### config.mk
export PLATFORM = sky130hd
export DESIGN_NAME = delivery_speed_scheduler
export DESIGN_NICKNAME = d
export VERILOG_FILES = /design/src/rtl/delivery_speed_scheduler.sv
export SDC_FILE = /design/constraint.sdc
export NUM_CORES = 1
export LEC_CHECK = 0
export CORE_UTILIZATION = 39
export DETAILED_ROUTE_END_ITERATION = 10
export SLEW_MARGIN = 5
export SYNTH_ARGS = -nofsm -noshare
export SYNTH_HDL_FRONTEND = slang
export SYNTH_SLANG_ARGS = --single-unit
### constraint.sdc
create_clock -name clock -period 7.8 [get_ports clock]
set_clock_uncertainty 0.1 [all_clocks]
set_input_delay 1.56 -clock clock [delete_from_list [all_inputs] [get_ports clock]]
set_output_delay 1.56 -clock clock [all_outputs]
set_load 0.005 [all_outputs]
### src/rtl/delivery_speed_scheduler.sv
// delivery_speed_scheduler: polls the speed sensor and turns the measured
// level into a periodic map-advance strobe while a match is running.
// Ports: clock, reset (sync, active-high), enable, velocity_ready, vel_level[2:0]
//        -> get_velocity, count_map, level[2:0], timeout, estado[1:0].
module delivery_speed_scheduler #(
    parameter int unsigned BASE_PERIOD   = 50_000_000,
    parameter int unsigned STEP          = 5_000_000,
    parameter int unsigned SAMPLE_PERIOD = 12_500_000,
    parameter int unsigned TIMEOUT       = 2_500_000,
    parameter int unsigned CW            = 32
) (
    input  logic       clock,
    input  logic       reset,
    input  logic       enable,
    input  logic       velocity_ready,
    input  logic [2:0] vel_level,
    output logic       get_velocity,
    output logic       count_map,
    output logic [2:0] level,
    output logic       timeout,
    output logic [1:0] estado
);

    typedef enum logic [1:0] {
        IDLE = 2'd0,
        REQ  = 2'd1,
        WAIT = 2'd2,
        RUN  = 2'd3
    } state_t;

    localparam logic [CW-1:0] ONE       = CW'(1);
    localparam logic [CW-1:0] WAIT_LAST = CW'(TIMEOUT - 1);
    localparam logic [CW-1:0] SAMP_LAST = CW'(SAMPLE_PERIOD - 1);

    state_t        state;
    state_t        state_next;
    logic [CW-1:0] wait_cnt;
    logic [CW-1:0] sample_cnt;
    logic [CW-1:0] scroll_cnt;
    logic [CW-1:0] period;
    logic          started;
    logic          got_reply;
    logic          expired;
    logic          sample_done;

    assign estado = state;

    // Period follows the current level combinationally, so a level change
    // shortens the running count right away.
    assign period = CW'(BASE_PERIOD) - CW'(level) * CW'(STEP);

    always_comb begin
        state_next  = state;
        got_reply   = 1'b0;
        expired     = 1'b0;
        sample_done = 1'b0;
        case (state)
            IDLE: state_next = REQ;
            REQ:  state_next = WAIT;
            WAIT: begin
                // A reply on the expiry cycle takes priority over timing out.
                if (velocity_ready) begin
                    got_reply  = 1'b1;
                    state_next = RUN;
                end else if (wait_cnt == WAIT_LAST) begin
                    expired    = 1'b1;
                    state_next = RUN;
                end
            end
            RUN: begin
                if (sample_cnt == SAMP_LAST) begin
                    sample_done = 1'b1;
                    state_next  = REQ;
                end
            end
            default: state_next = IDLE;
        endcase
        if (!enable) begin
            state_next = IDLE;
        end
    end

    always_ff @(posedge clock) begin
        if (reset || !enable) begin
            state        <= IDLE;
            wait_cnt     <= '0;
            sample_cnt   <= '0;
            scroll_cnt   <= '0;
            started      <= 1'b0;
            level        <= 3'd0;
            timeout      <= 1'b0;
            get_velocity <= 1'b0;
            count_map    <= 1'b0;
        end else begin
            state        <= state_next;
            get_velocity <= (state_next == REQ);

            case (state)
                REQ:     wait_cnt <= '0;
                WAIT:    wait_cnt <= wait_cnt + ONE;
                default: ;
            endcase

            if (got_reply) begin
                level   <= vel_level;
                timeout <= 1'b0;
                started <= 1'b1;
            end else if (expired) begin
                timeout <= 1'b1;
                started <= 1'b1;
            end

            if (state == RUN) begin
                sample_cnt <= sample_done ? '0 : sample_cnt + ONE;
            end

            // Scroll keeps running through REQ/WAIT once the first
            // measurement (or timeout) has happened.
            count_map <= 1'b0;
            if (started && state != IDLE) begin
                if (scroll_cnt >= period - ONE) begin
                    count_map  <= 1'b1;
                    scroll_cnt <= '0;
                end else begin
                    scroll_cnt <= scroll_cnt + ONE;
                end
            end
        end
    end

endmodule

==> metrics.log <==
INFO  metric outcome = complete, no violations
INFO  metric routedWlPerCell = between 10 and 15 µm
INFO  metric seq_power_share = 53.9%
INFO  metric ys_dominant_reg_cell = dfxtp_1
INFO  metric rsz0062_at_grt = false
INFO  metric postCtsHoldBufs = 0
INFO  metric crit_path_max_fanout = 31
INFO  metric fin_ws = 1.08 ns
INFO  metric fmax = around 0.15 GHz
INFO  metric power.combinational.fraction = under 10%
INFO  metric post_layout_nonfiller_instances = 982
INFO  metric criticalPathCategory = flip-flop to flip-flop
INFO  metric leakage = ~2.4 nW
INFO  metric fillers = 1,566
INFO  metric postSynthCellCount = roughly 760
INFO  metric yosysSeqAreaShare = 33.7%
INFO  metric placementRows = 45
INFO  metric relSlewSlack = 21.7%
INFO  metric timing.critical_path.arrival = ~6.8 ns
INFO  metric yosys.cell_types.count = 62
INFO  metric worstReg2RegStart = level[2]
INFO  metric htree_levels = 3
INFO  metric hp-class = flip-flop to flip-flop
INFO  metric final_hold_viol_count = 0
INFO  metric maxCapViolations = 0
INFO  metric net_switching_share_of_the_total_power = 23.0%
INFO  metric cts.sinks = 105
INFO  metric core_area = 15,400 µm²
INFO  metric cellInternalPower = 0.769 mW
INFO  metric maximum_number_of_pins_on_one_net_before_global_route_repair = 33
INFO  metric cts.clk_slew.worst_paths = 0.07 ns
INFO  metric cts_max_path_buffers = 2
INFO  metric placement.io_buffers = 14
INFO  metric setup.reg_to_reg.worst_slack = 1.08 ns
INFO  metric final.min_clock_period = 6.72 ns
INFO  metric syn-num-nets = between 800 and 900
INFO  metric finalWeightedCongestion = 0.881
INFO  metric route.antenna.remaining_nets = 0
INFO  metric cp-startpoint = level[2]
INFO  metric worstRegToRegCells = 21
INFO  metric fin_setup_tns = 0 ns
INFO  metric placed_cells = 966
INFO  metric first_global_vias = about 5k
INFO  metric groute.usage.overall = about 18%
INFO  metric synthesis.yosys.warnings = 0
INFO  metric worst_r2r_endpoint = scroll_cnt[6]
INFO  metric netSwitchingPower = about 0.23 mW
INFO  metric num_antenna_cells = 0
INFO  metric layout-drive-gt1-share = 4.41%
INFO  metric cts.repair.resized = 0
INFO  metric report.final.setup_viol = 0
INFO  metric global_route_wire_length_before_repair = about 23 mm
INFO  metric drt-total-wl = 13.6 mm
INFO  metric synthArstFlopShare = 0%
INFO  metric maxSlewViolCount = 0
INFO  metric antenna_found_initial = 0
INFO  metric die_height = 128 µm
INFO  metric detailedPlacementHpwl = 10.3 mm
INFO  metric grt_overflow_total = 0
INFO  metric num_vias = 5,205
INFO  metric crit_required = 7.89 ns
INFO  metric drtPass1Iterations = 5
INFO  metric route.detailed.vias_per_inst = 5.30
INFO  metric vdd_drop_max = roughly 0.10 mV
INFO  metric crit_end = scroll_cnt[6]
INFO  metric synth-seq-cells = 105
INFO  metric worst_slew_pin_slew = 1.17 ns
INFO  metric cts-buffers-inserted = 9
INFO  metric share_clk_of_total_power = 42.8%
INFO  metric post-cts-setup-buffer-count = 0
INFO  metric synth_edf_count = 0
INFO  metric die-area = 16,500 µm²
INFO  metric layout_worst_path_cycle_share = a little under nine tenths
INFO  metric drt-initial-drc-count = 260
INFO  metric cp-start-kind = flip-flop
INFO  metric die_w = 128 µm
INFO  metric mapped_cell_area = 6240 µm²
INFO  metric final_cell_mix = nor2_1, dfxtp_1, xor2_1
INFO  metric syn2layout_area_growth = 10.3%
INFO  metric cts_root_buf = clkbuf_16
INFO  metric postSynthAreaPerCell = 8.24 µm²
INFO  metric layout.cells.most_common = nor2_1
INFO  metric critPathCaptureType = flip-flop
INFO  metric start_util = slightly above 40%
INFO  metric worstSkewPairLatency = 0.35 ns
INFO  metric p_per_area = 145 nW/µm²
INFO  metric floorplan.io_pins = 15
INFO  metric place_worst_setup_slack = 1.09 ns
INFO  metric post-route-drc-count = 0
INFO  metric clock_tree_from_tritoncts = yes
INFO  metric fin_nets = 816
[registers in the layout, summed over array words and instances (netlist names)]
name,cells
scroll_cnt,32
count_map,1
level,3
wait_cnt,32
get_velocity,1
timeout,1
estado,2
started,1
sample_cnt,32
[cell families after synthesis]
kind of cell	after synthesis	synth area share (%)
muxes	5	0.903
xor gates and xnor gates	115	16.5
DFF	105	33.7
adders and majority gates	43	8.87
buffers and inverters	38	2.37
and+or+nand+nor	360	27.8
AOI/OAI and AO/OA	91	9.85
[per-stage QoR]
step,total power [mW],util [%],area [µm²],hold slack (ns)
3_3_place_gp,0.583,42.8,6610,0.368
3_5_place_dp,0.584,42.8,6610,0.374
2_1_floorplan,0.571,-,6240,0.354
6_report,0.999,44.6,6880,0.380
5_1_grt,1.03,44.6,6880,0.405
4_1_cts,1.02,44.6,6880,0.384
[cell usage after synthesis, types with 2 or more instances]
cell type	instances	area (µm²)
nor2_1	133	499
a31oi_1	3	18.8
xor2_1	72	631
nor3_1	12	60.1
nand2b_1	3	18.8
a211oi_1	5	37.5
and4_1	4	35.0
inv_1	19	71.3
a21oi_1	25	125
ha_1	41	513
nand3b_1	4	30.0
nand3_1	40	200
o21ai_0	21	105
fa_1	2	40.0
clkbuf_1	17	63.8
mux2i_1	3	30.0
a211o_1	2	17.5
nor3b_1	2	15.0
nor4_1	13	81.3
a41oi_1	3	26.3
nand4_1	37	231
xnor2_1	41	359
dfxtp_1	105	2100
nor4b_1	2	17.5
a21o_1	8	60.1
or3_1	11	68.8
o21a_1	2	15.0
o211ai_1	2	15.0
nand2_1	62	233
nor2b_1	6	37.5
and3_1	19	119
o31ai_1	3	22.5
and2_1	6	37.5
[routing by layer]
metal / part of all wire, % / GRT usage [%] / wire length, µm
met1: 48 / 21.6 / 6520
met2: 47 / 30.1 / 6430
met3: 3.1 / 3.99 / 418
met4: 1.9 / 5.88 / 262
met5: 0 / 0 / 0
[layout make-up]
type                    instances  area (µm²)  share of cell area (%)
clock buffers                  11         233                    3.38
well taps                     211         264                    3.84
clock inverters                 5        38.8                   0.564
repair buffers                 17         163                    2.36
inverters                      19        71.3                    1.04
multi-input cells             614        4010                    58.3
flip-flops and latches        105        2100                    30.6
[worst max-delay path, stage by stage, from the launching register on]
cell and delay (ns):
dfxtp_1 0.74, ha_1 0.37, ha_1 0.21, inv_1 0.06, fa_1 0.55, and3b_1 0.23, a31oi_1 0.12, and3_1 0.20
o31a_1 0.32, or4_4 0.54, a31oi_2 0.27, o21ai_2 0.12, mux2_4 0.33, xor2_1 0.15, ha_1 0.30, nand2_1 0.07
a211oi_1 0.18, nand4_1 0.11, o21ai_0 0.21, a41oi_1 0.25, o31ai_4 0.99, nor2_1 0.13
[how the worst min path moves through the flow]
| stage | to | depth (start not counted) | from |
|---|---|---|---|
| floorplan | scroll_cnt[1] | 2 | scroll_cnt[1] |
| finish | scroll_cnt[1] | 2 | scroll_cnt[1] |
| global route | scroll_cnt[1] | 2 | scroll_cnt[1] |
| global placement | scroll_cnt[1] | 2 | scroll_cnt[1] |
| detailed placement | scroll_cnt[1] | 2 | scroll_cnt[1] |
| CTS | scroll_cnt[1] | 2 | scroll_cnt[1] |
[power groups by stage]
stage | Clock, mW | Sequential, mW | Combinational [mW]
after floorplan | 0 | 0.551 | 0.0206
after CTS | 0.444 | 0.538 | 0.0335
final | 0.427 | 0.538 | 0.0332
after global routing | 0.459 | 0.538 | 0.0365
after detailed placement | 0 | 0.551 | 0.0333
after global placement | 0 | 0.551 | 0.0326
Power figures use the tool's default switching activity.
